### config.mk
export PLATFORM = sky130hd
export DESIGN_NAME = nibble_serial_add_ctrl
export DESIGN_NICKNAME = d
export VERILOG_FILES = /design/src/rtl/nibble_serial_add_ctrl.sv
export SDC_FILE = /design/constraint.sdc
export NUM_CORES = 1
export LEC_CHECK = 0
export ABC_AREA = 1
export CORE_ASPECT_RATIO = 2
export CORE_MARGIN = 2
export CORE_UTILIZATION = 35
export CTS_CLUSTER_DIAMETER = 80
export DETAILED_ROUTE_END_ITERATION = 8
export GPL_TIMING_DRIVEN = 0
export PLACE_DENSITY = 0.65
export SYNTH_ARGS = -nofsm -noshare
export SYNTH_HDL_FRONTEND = slang
export SYNTH_SLANG_ARGS = --single-unit
### constraint.sdc
create_clock -name clk -period 3.5 [get_ports clk]
set_clock_uncertainty 0.1 [all_clocks]
set_input_delay 0.35 -clock clk [delete_from_list [all_inputs] [get_ports clk]]
set_output_delay 0.35 -clock clk [all_outputs]
set_load 0.05 [all_outputs]
### src/rtl/nibble_serial_add_ctrl.sv
// nibble_serial_add_ctrl
//   Sequencer that adds two W-bit (W = 4*NIBBLES) 2's-complement operands
//   through one shared external 4-bit adder slice, one nibble per step. The
//   nibble inputs are held on the slice for SETTLE cycles so that the
//   gate-delay adder can settle. The nibble sum and carry are then captured,
//   and the carry is chained into the next nibble.
//
// Optional feature macro: SUB_EN
//   When defined, the block gains a 'sub' input. If sub is 1, the block
//   computes A - B by inverting the B nibbles and forcing the initial carry
//   to 1.
//
// Ports
//   clk       in   rising-edge clock
//   reset     in   asynchronous active-high reset
//   start     in   request a new operation (only sampled while busy=0)
//   a, b      in   W-bit operands, latched on an accepted start
//   sub       in   (SUB_EN only) subtract select, latched with the operands
//   busy      out  operation in progress (RUN and DONE states)
//   done      out  one-cycle pulse; results are valid from this cycle on
//   sum       out  W-bit result, held until overwritten by the next run
//   carryout  out  carry out of the top nibble
//   overflow  out  signed overflow of the full-width operation
//   add_a     out  A nibble driven to the slice
//   add_b     out  B nibble (inverted when subtracting) driven to the slice
//   add_cin   out  carry-in driven to the slice
//   add_sum   in   slice nibble sum
//   add_cout  in   slice carry out of bit 3
//   add_c3    in   slice carry into bit 3 (used for overflow detection)

module nibble_serial_add_ctrl #(
  parameter int NIBBLES = 4,
  parameter int SETTLE  = 1
) (
  input  logic                   clk,
  input  logic                   reset,
  input  logic                   start,
  input  logic [4*NIBBLES-1:0]   a,
  input  logic [4*NIBBLES-1:0]   b,
`ifdef SUB_EN
  input  logic                   sub,
`endif
  output logic                   busy,
  output logic                   done,
  output logic [4*NIBBLES-1:0]   sum,
  output logic                   carryout,
  output logic                   overflow,
  output logic [3:0]             add_a,
  output logic [3:0]             add_b,
  output logic                   add_cin,
  input  logic [3:0]             add_sum,
  input  logic                   add_cout,
  input  logic                   add_c3
);

  localparam int W    = 4 * NIBBLES;
  // Keep the counters at least 1 bit wide so that NIBBLES=1 and SETTLE=1 still elaborate.
  localparam int IDXW = (NIBBLES > 1) ? $clog2(NIBBLES) : 1;
  localparam int CNTW = (SETTLE > 1) ? $clog2(SETTLE) : 1;
  localparam logic [IDXW-1:0] IDX_LAST = IDXW'(NIBBLES - 1);
  localparam logic [CNTW-1:0] CNT_LAST = CNTW'(SETTLE - 1);

  typedef enum logic [1:0] {IDLE, RUN, DONE} state_t;

  state_t          state, state_nxt;
  logic [W-1:0]    a_reg, b_reg;
  logic [W-1:0]    sum_reg;
  logic            sub_reg;
  logic            sub_req;
  logic [IDXW-1:0] idx;
  logic [CNTW-1:0] cnt;
  logic            carry;
  logic            carryout_reg, overflow_reg;
  logic            step_end, last_nib;

`ifdef SUB_EN
  assign sub_req = sub;
`else
  assign sub_req = 1'b0;
`endif

  assign step_end = (state == RUN) && (cnt == CNT_LAST);
  assign last_nib = (idx == IDX_LAST);

  // State register.
  always_ff @(posedge clk or posedge reset) begin
    if (reset) begin
      state <= IDLE;
    end else begin
      state <= state_nxt;
    end
  end

  // Next-state logic. DONE always returns to IDLE, so a start that arrives
  // during the done cycle is ignored.
  always_comb begin
    state_nxt = state;
    case (state)
      IDLE:    if (start) state_nxt = RUN;
      RUN:     if (step_end && last_nib) state_nxt = DONE;
      DONE:    state_nxt = IDLE;
      default: state_nxt = IDLE;
    endcase
  end

  // Output logic. The slice inputs are decoded only from registered state,
  // so they stay stable for the whole settle window of each step.
  always_comb begin
    busy    = (state != IDLE);
    done    = (state == DONE);
    add_a   = 4'd0;
    add_b   = 4'd0;
    add_cin = 1'b0;
    if (state == RUN) begin
      add_a   = a_reg[idx*4 +: 4];
      add_b   = b_reg[idx*4 +: 4] ^ {4{sub_reg}};
      add_cin = carry;
    end
  end

  // Datapath. The operands are latched on accept, and one nibble is captured
  // per settle window. The carry and overflow flags change only at the
  // final capture, so they keep their previous values during a new run.
  always_ff @(posedge clk or posedge reset) begin
    if (reset) begin
      a_reg        <= '0;
      b_reg        <= '0;
      sub_reg      <= 1'b0;
      sum_reg      <= '0;
      idx          <= '0;
      cnt          <= '0;
      carry        <= 1'b0;
      carryout_reg <= 1'b0;
      overflow_reg <= 1'b0;
    end else begin
      case (state)
        IDLE: begin
          if (start) begin
            a_reg   <= a;
            b_reg   <= b;
            sub_reg <= sub_req;
            idx     <= '0;
            cnt     <= '0;
            // Subtraction is A + ~B + 1, so the initial carry is the sub flag.
            carry   <= sub_req;
          end
        end
        RUN: begin
          if (cnt == CNT_LAST) begin
            sum_reg[idx*4 +: 4] <= add_sum;
            carry               <= add_cout;
            cnt                 <= '0;
            if (last_nib) begin
              carryout_reg <= add_cout;
              overflow_reg <= add_cout ^ add_c3;
            end else begin
              idx <= idx + IDXW'(1);
            end
          end else begin
            cnt <= cnt + CNTW'(1);
          end
        end
        default: ;
      endcase
    end
  end

  assign sum      = sum_reg;
  assign carryout = carryout_reg;
  assign overflow = overflow_reg;

endmodule

### After elaboration in Yosys (flattened, before gate mapping)

Cells that the tools add are included.

| storage, ports and cells | value |
|---|---|
| flip-flop bits (word level) | 56 |
| bits in latches | 0 |
| memory bits (writable) | 0 |
| ROM bits | 0 |
| input port bits | 41 |
| output and inout port bits | 29 |
| memories | 0 |

| cells by class | value |
|---|---|
| add/sub/neg operators | 3 |
| multipliers | 0 |
| div/mod/pow operators | 0 |
| $lt $le $gt $ge | 0 |
| eq/ne operators | 7 |
| shift operators | 4 |
| mux-type cells | 16 |
| bitwise logic cells | 2 |
| reductions and logical operators | 12 |

Operator list:

| kind | number |
|---|---|
| negator 4 -> 34 bit | 1 |
| variable shift 4 x 34 -> 16 bit, first input constant | 1 |
| variable part select 4 x 34 -> 16 bit | 1 |
| variable part select 16 x 5 -> 4 bit | 2 |
| bitwise mux 16 bit | 1 |
| two-way mux 2 bit | 5 |
| two-way mux 4 bit | 2 |
| case mux 2 bit (2 select lines) | 2 |
| AND reduction 2 bit | 4 |
| != test 2 bit, second input constant | 3 |
| AND reduction 3 bit | 2 |
| == test 2 bit, second input constant | 2 |
| two-way mux 1 bit | 4 |
| case mux 1 bit (2 select lines) | 2 |
| AND reduction 4 bit | 1 |
| nonzero test 2 bit | 2 |
| adder 2 x 1 -> 2 bit, second input constant | 1 |
| == test 2 x 1 -> 1 bit, second input constant | 1 |
| logical AND 1 bit | 2 |
| zero test 2 bit | 1 |
| != test 2 x 1 -> 1 bit, second input constant | 1 |
| adder 1 bit, second input constant | 1 |
| NOT 1 bit | 1 |
| bitwise XOR 1 bit | 1 |

### Logic depth before layout (Yosys ltp)

Gate-level depths: netlist (run 1).

| depth | value |
|---|---|
| word-level depth | 5 |
| depth in mapped cells | 9 |
| mapped depth without buffers | 7 |

### Worst setup path after synthesis (run 1)

Ideal clock, no wire load.

| timing | value |
|---|---|
| kind | register to output |
| start | reg idx[0] |
| end | out add_a[2] |
| arrival time | 1.687 ns |
| required time | 3.050 ns |
| slack | 1.363 ns |
| stages on the path, launching flop included | 6 |
| path buffers | 2 |
| cell sequence | dfrtp_1 buf_4 clkbuf_1 nand2_1 nand3_1 a21oi_1 |

| between the ends | value |
|---|---|
| word-level cells in the longest chain between the ends | 2 |

RTL lines:

| item | line | RTL |
|---|---|---|
| start: declaration | 70 | `logic [IDXW-1:0] idx;` |
| start signal: assignment | 157 | `idx <= idx + IDXW'(1);` |
| variable part select 16 x 5 -> 4 bit | 115 | `add_a = a_reg[idx*4 +: 4];` |
| two-way mux 4 bit | 114 | `if (state == RUN) begin` |
| end: declaration | 48 | `output logic [3:0] add_a,` |

Every way passes these cells.

### Worst setup path after layout (run 1)

| timing | value |
|---|---|
| start | reg idx[0] |
| end | out add_b[0] |

| between the ends | value |
|---|---|
| word-level cells in the longest chain between the ends | 2 |

RTL lines:

| item | line | RTL |
|---|---|---|
| variable part select 16 x 5 -> 4 bit | 116 | `add_b = b_reg[idx*4 +: 4] ^ {4{sub_reg}};` |
| two-way mux 4 bit | 114 |  |
| end: declaration | 49 | `output logic [3:0] add_b,` |

Every way passes these cells.

==> results.tsv, run 1 <==
metric	value	unit
outcome	complete, no violations	
critPathCapture	add_b[0]	
clk_path_buf_depth	2	
grtUsageMet2	0.333	
p_leak	1.83	nW
port_buffers	69	
grt_first_pass_wirelength	11100	µm
synth_top_cell_area_share	0.505	
final_common_cell	nand2_1	
grt_max_degree	35	
synthAdderAreaFrac	0.0275	
use_met1	0.179	
via_count	2321	
grt-ovfl-total	0	
r2r-end	sum[8]	
worst_pin_slew	0.503	ns
grt_pass1_vias	2405	
io-pin-count	70	
synthSimpleGateAreaFrac	0.267	
dieArea	8560	µm²
hpwl	5250	µm
synth_top_cell_by_area	dfrtp_1	
nets	458	
cpPeakStageDelay	0.84	ns
reg2reg_depth	7	
path_delay_family	buffers and inverters	
top_usage_layer	met2	
layout_common_cells	nand2_1, clkdlybuf4s50_1, dfrtp_1	
wl_per_cell	13.3	µm
synth_compound_area_frac	0.105	
area_delta_synth_final	35.1	%
critPathLaunch	idx[0]	
rrSetupSlack	1.37	ns
path_class	reg -> out	
multi_input_area	1100	µm²
synthesis.area	2730	µm²
synth.area.mux_share	0	
drtIter0Drc	89	
drv_cap	0	
vdd_drop_max	0.000693	V
clock-sinks	55	
synth_nets	381	
antenna_cells	0	
place.gp.congestion	0.800	
met3_usage	0.0227	
fin_crit_sh	0.824	
synth_xor_area_frac	0.00321	
seq_area_frac_synth	0.505	
path_clk_slew	0.06	ns
cts_htree_levels	2	
fp.coreArea	7600	µm²
avgSynthCellArea	8.17	µm²
cts_root_buf	clkbuf_16	
cp.arrival	2.43	ns
drv_slew	0	
crit_buf_inv	4	
path_cells	buf_4, inv_1, buf_2, nand2_1, nand3_1, a21oi_1, clkdlybuf4s50_1	
power.density	1040	nW/µm²
fillers	773	
via_per_inst	4.61	
cp.required	3.05	ns
drc_errors	0	
crit_slowest_cell	clkdlybuf4s50_1	
cts_setup_buffers	0	
synth_edf_count	0	
power	3.83	mW
fp.dieH	129	µm
crit_fanout	10	
critical_path_cell_count	7	
yosysWarnings	0	
drtAntennaViolNets	0	
wl	6700	µm
placed_area	3560	µm²
die_w	66.4	µm
fin_area	3680	µm²
postCtsHoldBufs	0	
final_hold_viol_count	0	
end_kind	output port	
setup-violations-final	0	
slew_headroom	0.663	
ys.flop_type	dfrtp_1	
async_reset_ff_frac	1.00	
grtUsageTotal	0.173	
synth_cell_types	23	
hold_path.class	in -> async	
ctsResizeCount	0	
clkLatencyLatePin	0.29	ns
drive_above_1_share	0.117	
max_freq	0.347	GHz
setup.worst_path.start_class	register	
setup_tns	0	ns
final_core_util	0.485	
synthCells	334	
period_minus_slack	2.88	ns
seqCellArea	1380	µm²
synth_top_cells_by_area	dfrtp_1, nand2_1, a21oi_2	
rows	45	
synth_top_family_by_area	simple AND/OR/NAND/NOR gates	
worst_r2r_startpoint	idx[1]	
antenna_found_initial	0	
grt_setup_unrepaired	false	
initial_utilization	0.359	
cts-buffers-inserted	5	
firstDrtPassIters	4	
ys_ff_latch	55	
cts_tree	yes	
==> report_power, final <==
group / leakage, nW / switching (mW) / internal, mW
clock: 0.0628 / 0.204 / 0.258
sequential: 0.653 / 0.124 / 0.933
combinational: 1.11 / 1.56 / 0.755
==> area by class of cell <==
class / instances / share of cell area
multi-input cells: 221 / 0.298
flip-flops and latches: 55 / 0.374
plain buffers: 13 / 0.0231
clock buffers: 6 / 0.0350
well taps: 94 / 0.0319
inverters: 45 / 0.0458
repair buffers: 70 / 0.193
==> through the flow <==
| stage | setup WS (ns) | cells | hold WS, ns |
|---|---|---|---|
| floorplan | 1.36 | 334 | 0.360 |
| global placement | 0.740 | 497 | 0.361 |
| detailed placement | 0.926 | 498 | 0.366 |
| CTS | 0.604 | 504 | 0.317 |
| global route | 0.503 | 504 | 0.355 |
| finish | 0.616 | 504 | 0.297 |
==> synthesized netlist by cell type (2+ instances only) <==
library cell	instances
inv_1	43
nor2_4	3
a21oi_2	20
nand2_4	2
nand2_2	2
a21oi_1	20
dfrtp_1	55
ha_1	6
nand4_1	2
o21ai_0	2
nor2_1	44
buf_6	3
nand2_1	94
nand3_1	22
buf_2	8
==> worst register-to-register path, delay by kind of cell, from the launching register on <==
kind | cells | cell delay (ns)
buffers and inverters | 2 | 0.61
flip-flops | 1 | 0.39
AND/OR/NAND/NOR | 4 | 0.52
adder cells (fa/ha/maj) | 1 | 0.46
==> logic make-up after synthesis <==
kind of cell / count (synthesis)
xor gates and xnor gates: 1
buffers and inverters: 58
AOI/OAI and AO/OA: 42
adders and majority gates: 6
and+or+nand+nor: 172
DFF: 55
==> routing by layer <==
metal / share of wire / wire (µm)
met5: 0 / 0
met3: 0.028 / 190
met2: 0.58 / 3900
met1: 0.37 / 2450
met4: 0.023 / 155
==> how the worst min path moves through the flow <==
| stage | start | endpoint |
|---|---|---|
| after floorplan | add_sum[0] | sum[0] |
| after global placement | sum[1] | sum[1] |
| after detailed placement | sum[14] | sum[14] |
| after CTS | reset | b_reg[5] |
| after global routing | reset | b_reg[5] |
| final | reset | b_reg[5] |
Note: power is estimated with default switching activity, not from simulation.
==> inputs of run 2 (changes only) <==
clock period = 2.9 ns   (was 3.5 ns; I/O delays follow)
==> results.tsv, run 2 (synthesized netlist as in run 1, its figures left out) <==
metric	value	unit	change
rrSetupSlack	0.77	ns	was 1.37 ns
cp.arrival	2.37	ns	was 2.43 ns
grtUsageTotal	0.173		unchanged
place.gp.congestion	0.800		unchanged
path_cells	buf_4, inv_1, buf_2, nand2_1, nand3_1, a21oi_1, clkdlybuf4s50_1		unchanged
setup-violations-final	0		unchanged
io-pin-count	70		unchanged
fp.dieH	129	µm	unchanged
vdd_drop_max	0.000815	V	was 0.000693 V
rows	45		unchanged
cts_htree_levels	2		unchanged
firstDrtPassIters	6		was 4
hpwl	5250	µm	unchanged
path_class	reg -> out		unchanged
drv_cap	0		unchanged
cpPeakStageDelay	0.82	ns	was 0.84 ns
fin_crit_sh	0.951		
nets	458		unchanged
worst_pin_slew	0.510	ns	was 0.503 ns
dieArea	8560	µm²	unchanged
outcome	complete, no violations		unchanged
fin_area	3700	µm²	was 3680 µm²
setup_tns	0	ns	unchanged
cp.required	2.51	ns	was 3.05 ns
clkLatencyLatePin	0.29	ns	about the same
grt_setup_unrepaired	false		unchanged
cts_tree	yes		unchanged
initial_utilization	0.359		unchanged
area_delta_synth_final	35.7	%	was 35.1%
grt_pass1_vias	2405		unchanged
via_count	2333		was 2321
p_leak	1.92	nW	was 1.83 nW
r2r-end	sum[8]		unchanged
crit_slowest_cell	clkdlybuf4s50_1		unchanged
placed_area	3560	µm²	unchanged
crit_fanout	10		unchanged
final_hold_viol_count	0		unchanged
wl_per_cell	13.3	µm	about the same
layout_common_cells	nand2_1, clkdlybuf4s50_1, dfrtp_1		unchanged
setup.worst_path.start_class	register		unchanged
drive_above_1_share	0.117		unchanged
slew_headroom	0.659		was 0.663
reg2reg_depth	7		unchanged
grt_first_pass_wirelength	11100	µm	unchanged
ctsResizeCount	0		unchanged
clock-sinks	55		unchanged
antenna_cells	0		unchanged
antenna_found_initial	0		unchanged
drtIter0Drc	87		was 89
via_per_inst	4.63		was 4.61
cts_root_buf	clkbuf_16		unchanged
hold_path.class	in -> async		unchanged
end_kind	output port		unchanged
drv_slew	0		unchanged
die_w	66.4	µm	unchanged
period_minus_slack	2.76	ns	
cts_setup_buffers	0		unchanged
path_clk_slew	0.06	ns	about the same
drc_errors	0		unchanged
grt-ovfl-total	0		unchanged
drtAntennaViolNets	0		unchanged
power.density	1240	nW/µm²	was 1040 nW/µm²
max_freq	0.362	GHz	
postCtsHoldBufs	0		unchanged
fp.coreArea	7600	µm²	unchanged
cts-buffers-inserted	5		unchanged
port_buffers	69		unchanged
grt_max_degree	35		unchanged
clk_path_buf_depth	2		unchanged
worst_r2r_startpoint	idx[1]		unchanged
wl	6710	µm	was 6700 µm
final_common_cell	nand2_1		unchanged
## run 2: cell types whose count changed in the layout (fill, tap and decap cells not counted), sizes merged
cell,previous run,this run
dlymetal6s2s,0,7
clkdlybuf4s50,69,62
## run 2: metal layers
metal / vias to the layer above / track usage / share of wire
li1: 1174 / - / -
met1: 1102 / 0.179 / 0.36
met2: 49 / 0.333 / 0.58
met3: 8 / 0.0227 / 0.028
met4: 0 / 0.0708 / 0.023
met5: - / 0 / 0
## run 2: area by class of cell
type                    instances  area [µm²]
plain buffers                  13        85.1
clock buffers                   6         129
fillers                       769        3900
inverters                      45         169
multi-input cells             221        1100
flip-flops and latches         55        1380
well taps                      94         118
repair buffers                 70         728
## run 2: how the worst max path moves through the flow
stage                     to  cells past startpoint   start
finish              add_a[3]                      7  idx[0]
global route        add_a[3]                      7  idx[0]
CTS                 add_b[0]                      7  idx[0]
detailed placement  add_b[0]                      7  idx[0]
global placement    a_reg[8]                      2   reset
floorplan           add_a[2]                      5  idx[0]
## run 2: worst max-delay path, delay by kind of cell (launching register included)
kind | cells | cell delay, ns
buf+inv | 4 | 1.34
flops | 1 | 0.40
compound gates | 1 | 0.19
simple gates | 2 | 0.15
## run 2: report_power, final
group | internal, mW | switching [mW] | total (mW)
registers | 1.13 | 0.150 | 1.28
logic | 0.903 | 1.87 | 2.77
clock network | 0.311 | 0.246 | 0.557
total | 2.34 | 2.27 | 4.61
## run 2: stage by stage
step	hold slack (ns)	setup slack [ns]	cells	util	power, mW
floorplan	0.300	0.823	334	-	3.24
global placement	0.361	0.200	497	0.465	4.05
detailed placement	0.366	0.386	498	0.468	4.09
CTS	0.257	0.0644	504	0.485	4.67
global route	0.295	0.00470	504	0.487	4.95
finish	0.237	0.141	504	0.487	4.61
